$ cat config.mk
export PLATFORM = sky130hd
export DESIGN_NAME = reducer_pipe_7_3_flat
export DESIGN_NICKNAME = d
export VERILOG_FILES = /design/src/rtl/reducer_pipe_7_3_if.sv /design/src/rtl/reducer_pipe_7_3.sv /design/src/flat_wrapper.sv
export SDC_FILE = /design/constraint.sdc
export NUM_CORES = 1
export LEC_CHECK = 0
export CAP_MARGIN = 20
export CORE_MARGIN = 3
export CORE_UTILIZATION = 58
export DETAILED_ROUTE_END_ITERATION = 8
export HOLD_SLACK_MARGIN = 0.05
export PLACE_DENSITY = 0.85
export SLEW_MARGIN = 40
export SYNTH_ARGS = -nofsm -noshare
export SYNTH_HDL_FRONTEND = slang
export SYNTH_SLANG_ARGS = --single-unit
$ cat constraint.sdc
create_clock -name clock -period 7 [get_ports clock]
set_input_delay 1.4 -clock clock [delete_from_list [all_inputs] [get_ports clock]]
set_output_delay 1.4 -clock clock [all_outputs]
set_load 0.01 [all_outputs]
$ cat src/rtl/reducer_pipe_7_3_if.sv
// Operand/result bundle for reducer_pipe_7_3. The master side presents operands and
// accepts results, and the slave side is the reducer itself.
interface reducer_pipe_7_3_if #(
  parameter int WIDTH = 32,
  parameter int OUT_W = WIDTH + 3
);
  logic [WIDTH-1:0] a1, a2, a3, a4, a5, a6, a7;
  logic [6:0]       op_mask;
  logic             in_valid;
  logic             in_ready;
  logic [3:0]       in_tag;
  logic [OUT_W-1:0] sum;
  logic [3:0]       out_tag;
  logic             out_valid;
  logic             out_ready;
  logic             busy;

  modport master (
    output a1, a2, a3, a4, a5, a6, a7, op_mask, in_valid, in_tag, out_ready,
    input  in_ready, sum, out_tag, out_valid, busy
  );

  modport slave (
    input  a1, a2, a3, a4, a5, a6, a7, op_mask, in_valid, in_tag, out_ready,
    output in_ready, sum, out_tag, out_valid, busy
  );
endinterface

$ cat src/rtl/reducer_pipe_7_3.sv
// Three-stage 7-operand adder: 7:3 column counters, a 3:2 compressor, then a CPA.
// Define REDUCER_SIGNED_EN for two's-complement operands. The default build is unsigned.
module reducer_pipe_7_3 #(
  parameter int WIDTH = 32,
  parameter int OUT_W = WIDTH + 3
) (
  input  logic              clock,
  input  logic              clear,
  reducer_pipe_7_3_if.slave bus
);
  localparam int EXT = OUT_W - WIDTH;

  logic [WIDTH-1:0] op  [7];
  logic [OUT_W-1:0] ext [7];
  logic [OUT_W-1:0] col_b0, col_b1, col_b2;
  logic [2:0]       col_cnt;
  logic [OUT_W-1:0] s_n, c1_n, c2_n, x_n, y_n;

  logic             v1, v2;
  logic [3:0]       t1, t2;
  logic [OUT_W-1:0] s_r, c1_r, c2_r, x_r, y_r;
  logic             adv;

  assign op[0] = bus.a1;
  assign op[1] = bus.a2;
  assign op[2] = bus.a3;
  assign op[3] = bus.a4;
  assign op[4] = bus.a5;
  assign op[5] = bus.a6;
  assign op[6] = bus.a7;

  // Operands are widened to the full result width first, so a signed sum wraps correctly mod 2^OUT_W.
  always_comb begin
    for (int k = 0; k < 7; k++) begin
      ext[k] = '0;
      if (bus.op_mask[k]) begin
`ifdef REDUCER_SIGNED_EN
        ext[k] = {{EXT{op[k][WIDTH-1]}}, op[k]};
`else
        ext[k] = {{EXT{1'b0}}, op[k]};
`endif
      end
    end
  end

  // NOTE: every variable written here gets a default first, so no latch can be inferred.
  always_comb begin
    col_b0  = '0;
    col_b1  = '0;
    col_b2  = '0;
    col_cnt = '0;
    for (int i = 0; i < OUT_W; i++) begin
      col_cnt = '0;
      for (int k = 0; k < 7; k++) col_cnt = col_cnt + 3'(ext[k][i]);
      col_b0[i] = col_cnt[0];
      col_b1[i] = col_cnt[1];
      col_b2[i] = col_cnt[2];
    end
  end

  assign s_n  = col_b0;
  assign c1_n = col_b1 << 1;
  assign c2_n = col_b2 << 2;

  assign x_n = s_r ^ c1_r ^ c2_r;
  assign y_n = ((s_r & c1_r) | (s_r & c2_r) | (c1_r & c2_r)) << 1;

  // NOTE: a single enable moves every stage together. A stall therefore freezes bubbles in place and never collapses them.
  assign adv          = !bus.out_valid || bus.out_ready;
  assign bus.in_ready = adv;
  assign bus.busy     = v1 || v2 || bus.out_valid;

  // NOTE: non-blocking assignments, so each stage reads its predecessor's pre-edge value.
  always_ff @(posedge clock) begin
    if (clear) begin
      v1            <= 1'b0;
      t1            <= '0;
      s_r           <= '0;
      c1_r          <= '0;
      c2_r          <= '0;
      v2            <= 1'b0;
      t2            <= '0;
      x_r           <= '0;
      y_r           <= '0;
      bus.out_valid <= 1'b0;
      bus.out_tag   <= '0;
      bus.sum       <= '0;
    end else if (adv) begin
      v1            <= bus.in_valid;
      t1            <= bus.in_tag;
      s_r           <= s_n;
      c1_r          <= c1_n;
      c2_r          <= c2_n;
      v2            <= v1;
      t2            <= t1;
      x_r           <= x_n;
      y_r           <= y_n;
      bus.out_valid <= v2;
      bus.out_tag   <= t2;
      bus.sum       <= x_r + y_r;
    end
  end
endmodule

$ cat src/flat_wrapper.sv
// flat-port wrapper written by rule: the top's interface ports become plain ports
module reducer_pipe_7_3_flat 
#(
  parameter int WIDTH = 32,
  parameter int OUT_W = WIDTH + 3
)
  (clock, clear, bus_a1, bus_a2, bus_a3, bus_a4, bus_a5, bus_a6, bus_a7, bus_op_mask, bus_in_valid, bus_in_tag, bus_out_ready, bus_in_ready, bus_sum, bus_out_tag, bus_out_valid, bus_busy);
  reducer_pipe_7_3_if #(.WIDTH(WIDTH), .OUT_W(OUT_W)) bus_i ();
  input  logic clock;
  input  logic clear;
  input wire logic [$bits(bus_i.a1)-1:0] bus_a1;
  input wire logic [$bits(bus_i.a2)-1:0] bus_a2;
  input wire logic [$bits(bus_i.a3)-1:0] bus_a3;
  input wire logic [$bits(bus_i.a4)-1:0] bus_a4;
  input wire logic [$bits(bus_i.a5)-1:0] bus_a5;
  input wire logic [$bits(bus_i.a6)-1:0] bus_a6;
  input wire logic [$bits(bus_i.a7)-1:0] bus_a7;
  input wire logic [$bits(bus_i.op_mask)-1:0] bus_op_mask;
  input wire logic [$bits(bus_i.in_valid)-1:0] bus_in_valid;
  input wire logic [$bits(bus_i.in_tag)-1:0] bus_in_tag;
  input wire logic [$bits(bus_i.out_ready)-1:0] bus_out_ready;
  output wire logic [$bits(bus_i.in_ready)-1:0] bus_in_ready;
  output wire logic [$bits(bus_i.sum)-1:0] bus_sum;
  output wire logic [$bits(bus_i.out_tag)-1:0] bus_out_tag;
  output wire logic [$bits(bus_i.out_valid)-1:0] bus_out_valid;
  output wire logic [$bits(bus_i.busy)-1:0] bus_busy;
  assign bus_i.a1 = bus_a1;
  assign bus_i.a2 = bus_a2;
  assign bus_i.a3 = bus_a3;
  assign bus_i.a4 = bus_a4;
  assign bus_i.a5 = bus_a5;
  assign bus_i.a6 = bus_a6;
  assign bus_i.a7 = bus_a7;
  assign bus_i.op_mask = bus_op_mask;
  assign bus_i.in_valid = bus_in_valid;
  assign bus_i.in_tag = bus_in_tag;
  assign bus_i.out_ready = bus_out_ready;
  assign bus_in_ready = bus_i.in_ready;
  assign bus_sum = bus_i.sum;
  assign bus_out_tag = bus_i.out_tag;
  assign bus_out_valid = bus_i.out_valid;
  assign bus_busy = bus_i.busy;
  reducer_pipe_7_3 #(.WIDTH(WIDTH), .OUT_W(OUT_W)) u_core (.clock(clock), .clear(clear), .bus(bus_i));
endmodule
[After elaboration in Yosys (flattened, before gate mapping)]
Cells that the tools add are included.
Word-level totals
  register bits after elaboration: 221
  latch bits: 0
  bits in writable memories: 0
  bits in read-only memories: 0
  bits of input ports: 239
  output and inout port bits: 42
  logic and storage cells: 241
  memories kept: 0
Cells by class
  add/sub/neg operators: 211
  $mul: 0
  divide/modulo/power cells: 0
  magnitude comparators: 0
  equal/unequal tests: 0
  shift-type cells: 0
  multiplexer cells: 7
  bitwise gates (word level): 7
  reductions and logical operators: 4
Operator list (number)
  $add A3 B1 Y3: 160
  $mux W32: 7
  $and A34 B34 Y34: 3
  $xor A35 B35 Y35: 2
  $or A34 B34 Y34: 2
  $add A1 B1 Y2: 32
  $add A35 B35 Y35: 1
  $add A3 B1 Y3 const B: 5
  $add A2 B1 Y2 const B: 5
  $add A1 B1 Y1 const B: 5
  $add A1 B1 Y2 const AB: 2
  $logic_or A1 B1 Y1: 3
  $add A1 B1 Y1 const AB: 1
  $logic_not A1 Y1: 1

[Depth between registers and ports, before layout]
  depth after elaboration: 7
  depth in mapped cells: 13
  depth with buffers taken out: 12

[Least setup slack after synthesis]
Ideal clock, no wire load.
  path kind: input to register
  from: in bus_op_mask[1]
  to: reg u_core.c2_r[9]
  library setup time: 0.086 ns
  arrival time: 3.962 ns
  data required time: 6.914 ns
  setup slack: 2.953 ns
  stages on the path: 11
  buffers on the path: 1
  cells stage by stage: clkbuf_1 > and2_1 > ha_1 > inv_1 > fa_1 > inv_1 > fa_1 > ha_1 > fa_1 > xnor2_1 > a211oi_1
Between the ends
  longest elaborated chain between the ends: 7
Ends and longest elaborated chain
  start: declaration: RTL line flat_wrapper.sv:18  | input wire logic [$bits(bus_i.op_mask)-1:0] bus_op_mask;
  $mux W32: RTL line reducer_pipe_7_3.sv:36  | if (bus.op_mask[k]) begin
  $add A1 B1 Y2: RTL line reducer_pipe_7_3.sv:54  | for (int k = 0; k < 7; k++) col_cnt = col_cnt + 3'(ext[k][i]);
  $add A3 B1 Y3 (5 in a row): RTL line reducer_pipe_7_3.sv:54
  end signal: assignment: RTL line reducer_pipe_7_3.sv:93  | c2_r <= c2_n;
  end: declaration: RTL line reducer_pipe_7_3.sv:21  | logic [OUT_W-1:0] s_r, c1_r, c2_r, x_r, y_r;
Every way passes these cells.
A chain may end at the register's enable or synchronous reset.

[Worst setup path in the final report]
  from: in bus_op_mask[1]
  to: reg u_core.c2_r[14]
Same word-level chain as after synthesis.

==> parameters.txt <==
Parameter                              Value

Pwr
  Total power divided by cell area ... 222 nW/µm²
  Leakage power of the design ... 8.32 nW
  Total power of the final layout ... 0.00416 W
  Max rail drop VDD ... 0.183 mV

Floorplan
  Initial Utilization ... 59.2%
  # IOs ... 281
  Die height ... 166 µm
  Die boundary width ... 166 µm
  Overall die area ... 27600 µm²
  Core area ... 25200 µm²
  Placement row count ... 58

GRT
  Pin count of the biggest net entering global routing ... 148
  Antenna violations before repair ... 3
  Total track usage ... 29.7%
  Residual overflow from global routing ... 0
  Number of global-route vias before repair ... 12756
  First-pass GRT wire length ... 66900 µm

Timing
  Unrepaired setup endpoints after global routing ... no
  Slew Limit Headroom ... 43.0%
  Min Tclk post-route ... 4710 ps
  Highest achievable clock rate ... 212 MHz
  Accumulated negative setup slack ... 0 ps
  Pin slew with the least headroom to its limit ... 853 ps
  Post-route clock skew ... 7.03 ps
  Final count of pins violating max slew ... 0
  Number of hold-slack violations in the final timing report ... 0
  Fin crit share ... 67.3%
  Number of setup violations in the final report ... 0

Clocking
  Clock H-tree levels ... 1
  Latest clock arrival within the worst-skew pair ... 500 ps
  Number of buffers created by CTS ... 22
  Clock tree from TritonCTS ... built
  Hold bufs inserted after CTS ... 0
  Number of clock sinks seen by CTS ... 212
  Worst-case clock buffer depth ... 3
  Clock Tree Root ... sky130_fd_sc_hd__clkbuf_16
  Post-CTS clock slew at the launch and capture registers of the worst setup and hold paths ... 60 ps
  Setup Fix Bufs, Post-CTS ... 0
  Number of instances resized during post-cts repair ... 0

Worst setup path
  Launch point of the worst reg-to-reg path ... u_core.bus.out_valid
  Critical Path Start ... bus_op_mask[1]
  Kind of end point of the critical path ... register
  Critical Path Fanout Max ... 19
  Setup Crit Path Kind ... in -> reg
  Required time of the critical path ... 7430 ps
  Kind of launch point of the worst setup path ... input port
  Signal arrival time at the worst endpoint ... 5140 ps

Route
  Sum of routed wire length over all layers ... 41900 µm
  Residual antenna-violating net count after detailed routing ... 0
  TritonRoute pass-1 iters ... 5
  Vias ... 12605
  Drt initial violations ... 1062
  Vias/cell ... 5.40
  Final routed DRC violation total ... 0
  Routed wire per std cell ... 17.9 µm

Synthesis
  Number of flip-flops and latches in the synthesized netlist ... 212
  Post-synthesis area per instance ... 8.45 µm²
  Leading cell types by total area after synthesis ... sky130_fd_sc_hd__dfxtp_1, sky130_fd_sc_hd__fa_1, sky130_fd_sc_hd__ha_1, sky130_fd_sc_hd__nand2_1, sky130_fd_sc_hd__and2_1
  Count of flip-flops with a built-in enable after synthesis ... 0
  Post-synthesis async set-or-reset flop share ... 0%
  Syn Nets ... 2259
  Sequential element share of the synthesized area ... 28.5%
  Most frequently used flop master after synthesis ... sky130_fd_sc_hd__dfxtp_1
  Top-count cell post-synth ... sky130_fd_sc_hd__nand2_1
  Gate count of the mapped netlist ... 1763
  Yosys cell types ... 67
  Mapped Area ... 14900 µm²
  Warning count from the yosys run ... 0
  Share of the synthesized area in the top cell type ... 28.5%
  Leading post-synthesis cells by instance count ... sky130_fd_sc_hd__nand2_1, sky130_fd_sc_hd__dfxtp_1, sky130_fd_sc_hd__a21oi_1
  Synth area leader ... sky130_fd_sc_hd__dfxtp_1

Flow run
  Number of violations of the max-capacitance limit ... 0

Min path
  Class of the most critical hold timing path ... reg -> reg
  Worst Hold Launch ... u_core.t2[2]

Placed design
  Placed wire-length estimate after detailed placement ... 32500 µm
  Count of input and output buffers ... 280
  Routability cong. ... 1.01
  Number of instances in the placed design ... 2291
  Area after detailed placement ... 17800 µm²

Layout
  Area added between synthesis and finish ... 25.6%
  Final design utilization ... 74.3%
  Proportion of layout cells with a drive suffix above 1 ... 3.95%
  Number of nets in the final layout ... 2482
  Final cell count without fillers ... 2334
  Design area ... 18700 µm²

Run status
  Outcome ... finished clean
-- final cells by class --
cell class                      instances  area, µm²
Timing Repair Buffer                  296       2950
Tap cell                              330        413
Fill cell                            1877       6480
Clock buffer                           31        666
Sequential cell                       212       4240
Multi-Input combinational cell       1293       9650
Inverter                              161        609
Clock inverter                          8        168
Antenna cell                            3       7.51
-- cell usage in the layout (no fill, tap or decap), drive strengths merged, types with 4 or more instances in the layout --
master           n
buf             17
xor2             9
fa             127
nor3             6
nand3            7
dfxtp          212
xnor2           49
nand4            6
ha             130
a211oi          41
a21o            10
o21a             4
clkbuf          31
o21ai           19
a22o            14
and2           160
clkdlybuf4s50  279
nor2            58
nand2          410
inv            161
a21oi          191
bufinv           5
-- kinds of logic (layout without fill, tap and decap cells) --
logic type | count (synthesis) | after routing | synth area share [%]
other cells | 0 | 3 | 0
simple gates | 662 | 662 | 19.9
mux | 1 | 1 | 0.0756
buf+inv | 258 | 496 | 6.84
flops | 212 | 212 | 28.5
xor+xnor | 58 | 58 | 3.41
fa+ha+maj | 257 | 257 | 28.0
compound gates | 315 | 315 | 13.3
-- worst max-delay path, stage by stage --
cell and delay [ps]:
sky130_fd_sc_hd__clkdlybuf4s50_1 740, sky130_fd_sc_hd__buf_4 370, sky130_fd_sc_hd__and2_1 160, sky130_fd_sc_hd__ha_1 280, sky130_fd_sc_hd__inv_1 60, sky130_fd_sc_hd__fa_1 530, sky130_fd_sc_hd__inv_1 60, sky130_fd_sc_hd__fa_1 540
sky130_fd_sc_hd__ha_1 140, sky130_fd_sc_hd__inv_1 50, sky130_fd_sc_hd__fa_1 380, sky130_fd_sc_hd__xnor2_1 190, sky130_fd_sc_hd__nand2_1 70, sky130_fd_sc_hd__a21oi_1 170
-- registers in the layout, summed over array words and instances (netlist names) --
name / flops
u_core.bus.out_tag: 4
u_core.bus.out_valid: 1
u_core.bus.sum: 35
u_core.c1_r: 32
u_core.c2_r: 32
u_core.s_r: 32
u_core.t1: 4
u_core.t2: 4
u_core.v1: 1
u_core.v2: 1
u_core.x_r: 34
u_core.y_r: 32
-- where the power goes --
group          switching, W  internal, W
logic              0.000691     0.000618
clock network      0.000475     0.000845
registers          0.000130      0.00140
-- per-stage QoR --
| stage | worst slack [ps] | hold slack (ps) |
|---|---|---|
| floorplan | 2950 | 432 |
| global placement | 1930 | 438 |
| detailed placement | 1770 | 446 |
| CTS | 2300 | 453 |
| global route | 2080 | 469 |
| finish | 2290 | 450 |
-- worst paths after layout --
| check | end | slack (ps) | cells past startpoint |
|---|---|---|---|
| setup / recovery | u_core.c2_r[14] | 2290 | 14 |
| hold / removal | u_core.t2[2] | 450 | 2 |
| setup reg to reg | u_core.c1_r[27] | 4050 | 6 |
| hold reg to reg | u_core.t2[2] | 450 | 2 |
-- routing by layer --
layer | up-vias | track usage, % | part of all wire, %
li1 | 6126 | - | -
met1 | 5961 | 43.5 | 46
met2 | 462 | 46.7 | 45
met3 | 56 | 3.88 | 6.7
met4 | 0 | 8.14 | 2.5
met5 | - | 0 | 0
Note: power is estimated with default switching activity, not from simulation.
